[src/rtl/multi_tick_generator.sv]
// multi_tick_generator
// Several independent, runtime-programmable tick sources sharing one clock.
// Each channel counts to its own divisor and emits a registered one-cycle
// tick, either periodically or once (one-shot). Channels have a level enable,
// and a global sync pulse restarts every channel in phase.
module multi_tick_generator #(
  parameter int unsigned INPUT_FREQ = 100_000_000,
  parameter int unsigned NUM_CH     = 4,
  parameter int unsigned CNT_W      = 27,
  parameter int unsigned DEFAULT_HZ = 1000,
  localparam int unsigned CH_W      = (NUM_CH > 1) ? $clog2(NUM_CH) : 1
) (
  input  logic              clk,
  input  logic              reset_n,
  input  logic              cfg_we,
  input  logic [CH_W-1:0]   cfg_ch,
  input  logic [CNT_W-1:0]  cfg_div,
  input  logic              cfg_oneshot,
  input  logic [NUM_CH-1:0] ch_en,
  input  logic              sync,
  output logic [NUM_CH-1:0] tick,
  output logic [NUM_CH-1:0] busy,
  output logic              cfg_err
);

  // Divisor every channel starts with after reset. Guard the division so a
  // zero rate reaches the elaboration check instead of a divide-by-zero.
  localparam longint unsigned RESET_DIV_L =
      (DEFAULT_HZ == 0) ? 64'd0 : (longint'(INPUT_FREQ) / longint'(DEFAULT_HZ));
  localparam logic [CNT_W-1:0] RESET_DIV  = RESET_DIV_L[CNT_W-1:0];
  localparam logic [CNT_W-1:0] ONE        = {{(CNT_W-1){1'b0}}, 1'b1};
  localparam logic [CH_W:0]    NUM_CH_L   = NUM_CH[CH_W:0];

  if (NUM_CH < 1 || NUM_CH > 16 || DEFAULT_HZ == 0 || RESET_DIV_L == 0 ||
      RESET_DIV_L >= (64'd1 << CNT_W)) begin : g_bad_params
    $error("multi_tick_generator: illegal NUM_CH or reset divisor");
  end

  typedef enum logic [1:0] {
    IDLE = 2'd0,
    RUN  = 2'd1,
    DONE = 2'd2
  } state_t;

  // A write is honoured only for an existing channel and a nonzero divisor.
  logic cfg_ok;
  assign cfg_ok = ({1'b0, cfg_ch} < NUM_CH_L) && (cfg_div != '0);

  // Rejected writes raise a one-cycle error pulse.
  always_ff @(posedge clk or negedge reset_n) begin
    if (!reset_n) begin
      cfg_err <= 1'b0;
    end else begin
      cfg_err <= cfg_we && !cfg_ok;
    end
  end

  for (genvar gi = 0; gi < NUM_CH; gi++) begin : g_ch
    localparam logic [CH_W-1:0] IDX = CH_W'(gi);

    state_t           state_reg, state_next;
    logic [CNT_W-1:0] cnt_reg, cnt_next;
    logic [CNT_W-1:0] div_reg, div_next;
    logic             mode_reg, mode_next;
    logic             tick_reg, tick_next;
    logic             busy_reg, busy_next;
    logic             wr_hit;
    logic             term;

    assign wr_hit = cfg_we && cfg_ok && (cfg_ch == IDX);
    // Equality compare is enough: every divisor change also clears cnt.
    assign term   = (cnt_reg == (div_reg - ONE));

    // Channel state register.
    always_ff @(posedge clk or negedge reset_n) begin
      if (!reset_n) begin
        state_reg <= IDLE;
        cnt_reg   <= '0;
        div_reg   <= RESET_DIV;
        mode_reg  <= 1'b0;
        tick_reg  <= 1'b0;
        busy_reg  <= 1'b0;
      end else begin
        state_reg <= state_next;
        cnt_reg   <= cnt_next;
        div_reg   <= div_next;
        mode_reg  <= mode_next;
        tick_reg  <= tick_next;
        busy_reg  <= busy_next;
      end
    end

    // Next-state logic: disable beats a write, a write beats sync, sync
    // beats terminal count. IDLE with enable counts like RUN from cnt=0 so
    // the first tick lands div edges after enable is first seen.
    always_comb begin
      state_next = state_reg;
      cnt_next   = cnt_reg;
      div_next   = div_reg;
      mode_next  = mode_reg;
      tick_next  = 1'b0;
      if (wr_hit) begin
        div_next  = cfg_div;
        mode_next = cfg_oneshot;
      end
      if (!ch_en[gi]) begin
        state_next = IDLE;
        cnt_next   = '0;
      end else if (wr_hit || sync) begin
        state_next = RUN;
        cnt_next   = '0;
      end else begin
        case (state_reg)
          IDLE, RUN: begin
            if (term) begin
              cnt_next   = '0;
              tick_next  = 1'b1;
              state_next = mode_reg ? DONE : RUN;
            end else begin
              cnt_next   = cnt_reg + ONE;
              state_next = RUN;
            end
          end
          DONE:    cnt_next = '0;
          default: begin
            state_next = IDLE;
            cnt_next   = '0;
          end
        endcase
      end
      busy_next = (state_next == RUN);
    end

    assign tick[gi] = tick_reg;
    assign busy[gi] = busy_reg;
  end

endmodule

[config.mk]
export PLATFORM = sky130hd
export DESIGN_NAME = multi_tick_generator
export DESIGN_NICKNAME = d
export VERILOG_FILES = /design/src/rtl/multi_tick_generator.sv
export SDC_FILE = /design/constraint.sdc
export NUM_CORES = 1
export LEC_CHECK = 0
export ABC_CLOCK_PERIOD_IN_PS = 9600
export CAP_MARGIN = 20
export CORE_UTILIZATION = 50
export CTS_CLUSTER_SIZE = 28
export DETAILED_ROUTE_END_ITERATION = 16
export GPL_ROUTABILITY_DRIVEN = 0
export PLACE_DENSITY = 0.67
export SLEW_MARGIN = 20
export SYNTH_ARGS = -nofsm -noshare
export SYNTH_HDL_FRONTEND = slang
export SYNTH_SLANG_ARGS = --single-unit
export TNS_END_PERCENT = 5
[constraint.sdc]
create_clock -name clk -period 9.6 [get_ports clk]
set_clock_uncertainty 0.15 [all_clocks]
set_input_delay 0.96 -clock clk [delete_from_list [all_inputs] [get_ports clk]]
set_output_delay 0.96 -clock clk [all_outputs]
set_load 0.02 [all_outputs]
; Word-level counts from Yosys, hierarchy flattened
; Index checks and enable logic that the tools add are counted.
[totals]
elab_cells = 125
in_bits = 38
register_bits = 237
[classes]
addsub = 8
n_mux = 52
n_eq_ne = 19
reduce_logical = 21
[ops]
columns = cell, count
row1 = 27-bit two-way mux, 16
row2 = 27-bit by 1-bit adder with 27-bit output (second input constant), 4
row3 = 27-bit == test, 4
row4 = 27-bit by 1-bit subtractor with 27-bit output (second input constant), 4
row5 = 2-bit two-way mux, 16
row6 = 27-bit nonzero test, 1
row7 = 2-bit by 1-bit == test with 1-bit output (second input constant), 9
row8 = 1-bit two-way mux, 16
row9 = 2-bit one-hot mux with 2 select lines, 4
row10 = 2-bit == test (second input constant), 6
row11 = 2-bit logical NOT, 5
row12 = 2-bit OR reduction, 4
row13 = 1-bit logical AND, 6
row14 = 1-bit logical OR, 4
row15 = 1-bit logical NOT, 1

; Longest topological paths before layout
[logic_depth]
word_depth = 7
depth_mapped = 12
mapped_depth_nobuf = 10

; Worst setup path before layout
; OpenSTA, ideal clock, no wires.
[synth_path]
path_kind = register to register
start = register g_ch[0].div_reg[8]
end = register g_ch[0].cnt_reg[17]
path_buffers = 2
setup_slack_ns = 6.400
t_arrival_ns = 2.910
setup_ns = 0.140
t_required_ns = 9.310
path_stages_with_launch = 11
period_less_slack_ns = 3.200
path_cell_list = dfrtp_1 or3_1 buf_6 or4_4 or4_1 o21ai_2 nand4_2 nor4_4 and2_4 buf_6 nor3_1
[synth_via]
elab_chain_cells = 6
[synth_lines]
columns = element, line
row1 = "start, declared", 63  ; logic [CNT_W-1:0] div_reg, div_next;
row2 = "start signal, assigned", 86  ; div_reg <= div_next;
row3 = 27-bit by 1-bit subtractor with 27-bit output, 72  ; assign term = (cnt_reg == (div_reg - ONE));
row4 = 27-bit == test, 72
row5 = 27-bit two-way mux, 115  ; if (term) begin
row6 = 27-bit two-way mux, 113  ; case (state_reg)
row7 = 27-bit two-way mux, 109  ; end else if (wr_hit || sync) begin
row8 = 27-bit two-way mux, 106  ; if (!ch_en[gi]) begin
row9 = net g_ch[0].cnt_next[17], 62  ; logic [CNT_W-1:0] cnt_reg, cnt_next;
row10 = "end signal, assigned", 85  ; cnt_reg <= cnt_next;
row11 = "end, declared", 62
; The timed path passes the listed nets, and every way through them passes these cells.
; A chain may end at the register's enable or synchronous reset.

; Worst setup path after layout
[layout_path]
start = input cfg_div[10]
end = register g_ch[3].cnt_reg[8]
[layout_via]
elab_chain_cells = 6
[layout_lines]
columns = element, line
row1 = "start, declared", 17  ; input logic [CNT_W-1:0] cfg_div,
row2 = 27-bit nonzero test, 47  ; assign cfg_ok = ({1'b0, cfg_ch} < NUM_CH_L) && (cfg_div != '0);
row3 = 1-bit logical AND (2 in series), 70  ; assign wr_hit = cfg_we && cfg_ok && (cfg_ch == IDX);
row4 = 1-bit logical OR, 109
row5 = 27-bit two-way mux, 109
row6 = 27-bit two-way mux, 106
row7 = net g_ch[3].cnt_next[8], 62
row8 = "end signal, assigned", 85
row9 = "end, declared", 62
; The timed path passes the listed nets, and every way through them passes these cells.

==> out/metrics.csv <==
metric;value;unit
result of the run;finished clean;
DP Wirelength;25400;µm
clock root buffer master;sky130_fd_sc_hd__clkbuf_16;
GR met1 Demand/Resource;34.7;%
met2 track demand over resource;40.7;%
post-layout instance count excluding filler cells;1898;
later-pin clock latency in the skew report;0.54;ns
number of gates resized after cts;0;
met3 Use GR;3.82;%
Max-Cap Viols;0;
highest clock rate;212;MHz
buffers added on ports;46;
mean post-synth cell area;9.45;µm²
number of I/O pins;47;
Synth warnings;0;
startpoint class of the critical path;input port;
initial antenna violation count;0;
slack of the worst reg-to-reg path;5.46;ns
sort of element at the end of the critical path;flop;
synthesized net count;1534;
Synth-to-Final Area Change;11.8;%
TritonCTS Buffers;26;
total global routing overflow;0;
leakage power figure;6.17;nW
power per cell area;182;nW/µm²
Max IR drop VDD;0.133;mV
buffers plus inverters on the worst setup path;3;
Longest Clk Path Bufs;3;
via count normalized by instance count;5.80;
Routed Wire Length;34900;µm
setup repair after global routing missed its margin;no;
Post-Place Cell Area;14800;µm²
critical path's slowest cell;sky130_fd_sc_hd__clkinv_1;
count of final setup violators;0;
final critical-path required period;4.71;ns
maximum fanout along the worst path;35;
Distinct cells, synth;77;
worst endpoint required time;9.91;ns
class of the most critical setup path;input port to flop;
count of inserted antenna diode cells;0;
number of rows created at floorplan;61;
worst path cell trace;clkdlybuf4s50_1 > nor4_1 > nand4_1 > o2111ai_2 > buf_4 > clkinv_1 > nor2_1 > nand2_1 > a211o_1 > nor2_1;
most common cell after layout, fill and taps aside;sky130_fd_sc_hd__dfrtp_1;
placed cell count;1850;
net total in the final layout;1546;
cts hold-fix bufs;0;
area enclosed by the die boundary;28800;µm²
number of setup buffers added after CTS;0;
synthesized flop and latch total;237;
post-route ant nets;0;
routed wirelength normalized by instance count;18.4;µm
CTS sink count;237;
fin. max-slew vios;0;
total routing usage reported by global routing;25.0;%
cell family with most CP delay;buffers and inverters;
arrival time reported for the critical path endpoint;5.02;ns
register area share after synthesis;42.4;%
CP peak stage delay;0.80;ns
number of enable flip-flop cells after synthesis;0;
number of global-route vias before repair;10500;
share of synthesized registers carrying an async set or reset;100;%
die width;170;µm
summed area of non-filler cells in the final layout;15700;µm²
fraction of final layout cells with drive strength greater than 1;13.0;%
pin count of the biggest net entering global routing;107;
DRC viols;0;
Most Crowded Layer GR;met2;
commonest non-fill, non-tap cells in the layout;sky130_fd_sc_hd__dfrtp_1 (213), sky130_fd_sc_hd__nand2_1 (156), sky130_fd_sc_hd__nor2_1 (152);
Initial Util;50.7;%
number of instances in the synthesized netlist;1488;
dominant cell type by count on the critical path;sky130_fd_sc_hd__nor2_1;
wire length of the first global-routing pass;57200;µm
Slew HR;33.9;%
router iterations before antenna repair;7;
CTS tree;done;
CTS clk-pin slew, worst paths;0.06;ns
path class of the lowest-slack min-delay path;input port to async pin;
final worst path period share;49.0;%
area inside the core boundary;27700;µm²
final total negative setup slack;0;ns
Chip Height;170;µm
Mapped Area;14100;µm²
total via count after detailed routing;11000;
number of endpoints with negative hold slack in the final report;0;
top flip-flop cell by instance count after synthesis;sky130_fd_sc_hd__dfrtp_1;
number of levels in the clock H-tree;1;
DRC marker count from the first detailed-route iteration;774;
Worst-Margin Slew;0.983;ns
-- cells in the mapped netlist (all sizes together), types with 9 or more instances --
master / n / area [µm²]
nor2: 153 / 577
nand4: 48 / 307
dfrtp: 213 / 5330
a21oi: 15 / 75.1
nand2b: 15 / 93.8
and3: 27 / 169
and4: 9 / 78.8
xor2: 104 / 911
nand2: 156 / 586
xnor2: 134 / 1170
buf: 23 / 150
nand3: 56 / 280
o21ai: 29 / 149
dfstp: 24 / 631
nor2b: 10 / 62.6
clkbuf: 47 / 176
inv: 34 / 128
nor3: 72 / 380
or3: 10 / 65.1
nor4: 65 / 437
or4: 18 / 140
mux2: 85 / 957
-- layout make-up --
| cell class | instances | area (µm²) |
|---|---|---|
| multi-input cells | 1146 | 7670 |
| well taps | 378 | 473 |
| fillers | 2445 | 12000 |
| clock buffers | 32 | 714 |
| repair buffers | 54 | 529 |
| clock inverters | 16 | 244 |
| inverters | 35 | 131 |
| flip-flops and latches | 237 | 5960 |
-- power breakdown --
group | switching (mW) | total, mW | internal (mW)
clock network | 0.428 | 1.12 | 0.691
logic | 0.252 | 0.481 | 0.229
registers | 0.162 | 1.26 | 1.10
-- kinds of logic (layout without fill, tap and decap cells) --
| group | count (synthesis) | count (layout) | synth area share, % |
|---|---|---|---|
| flops | 237 | 237 | 42.4 |
| simple gates | 683 | 683 | 25.0 |
| fa+ha+maj | 8 | 8 | 0.712 |
| buf+inv | 105 | 137 | 3.26 |
| mux | 90 | 90 | 7.17 |
| xor+xnor | 239 | 239 | 15.0 |
| compound gates | 126 | 126 | 6.45 |
-- routing by layer --
metal	wire, µm	up-vias
met5	0	-
met4	934	0
met3	1860	58
met2	16200	293
met1	15900	5360
li1	-	5293
-- path summary, 6_finish.rpt --
kind	depth (start not counted)	end	start
worst min-delay path	1	g_ch[3].cnt_reg[13]$_DFF_PN0_	reset_n
max in group asynchronous	3	g_ch[2].cnt_reg[13]$_DFF_PN0_	reset_n
worst min register to register	2	g_ch[3].div_reg[10]$_DFFE_PN1P_	g_ch[3].div_reg[10]$_DFFE_PN1P_
worst max-delay path	10	g_ch[3].cnt_reg[8]$_DFF_PN0_	cfg_div[10]
min in group clk	2	g_ch[3].div_reg[10]$_DFFE_PN1P_	g_ch[3].div_reg[10]$_DFFE_PN1P_
worst max register to register	8	g_ch[3].cnt_reg[8]$_DFF_PN0_	g_ch[3].div_reg[6]$_DFFE_PN0P_
-- stage by stage --
stage	power (mW)	hold WS, ns	setup slack (ns)	util, %
after CTS	2.88	0.349	4.92	56.7
after global routing	2.99	0.371	4.45	56.7
after detailed placement	1.75	0.334	4.35	53.2
after floorplan	1.58	0.307	6.40	-
after global placement	1.74	0.331	4.45	53.2
final	2.86	0.324	4.89	56.7
No activity file was read; power rests on OpenSTA's default activity.
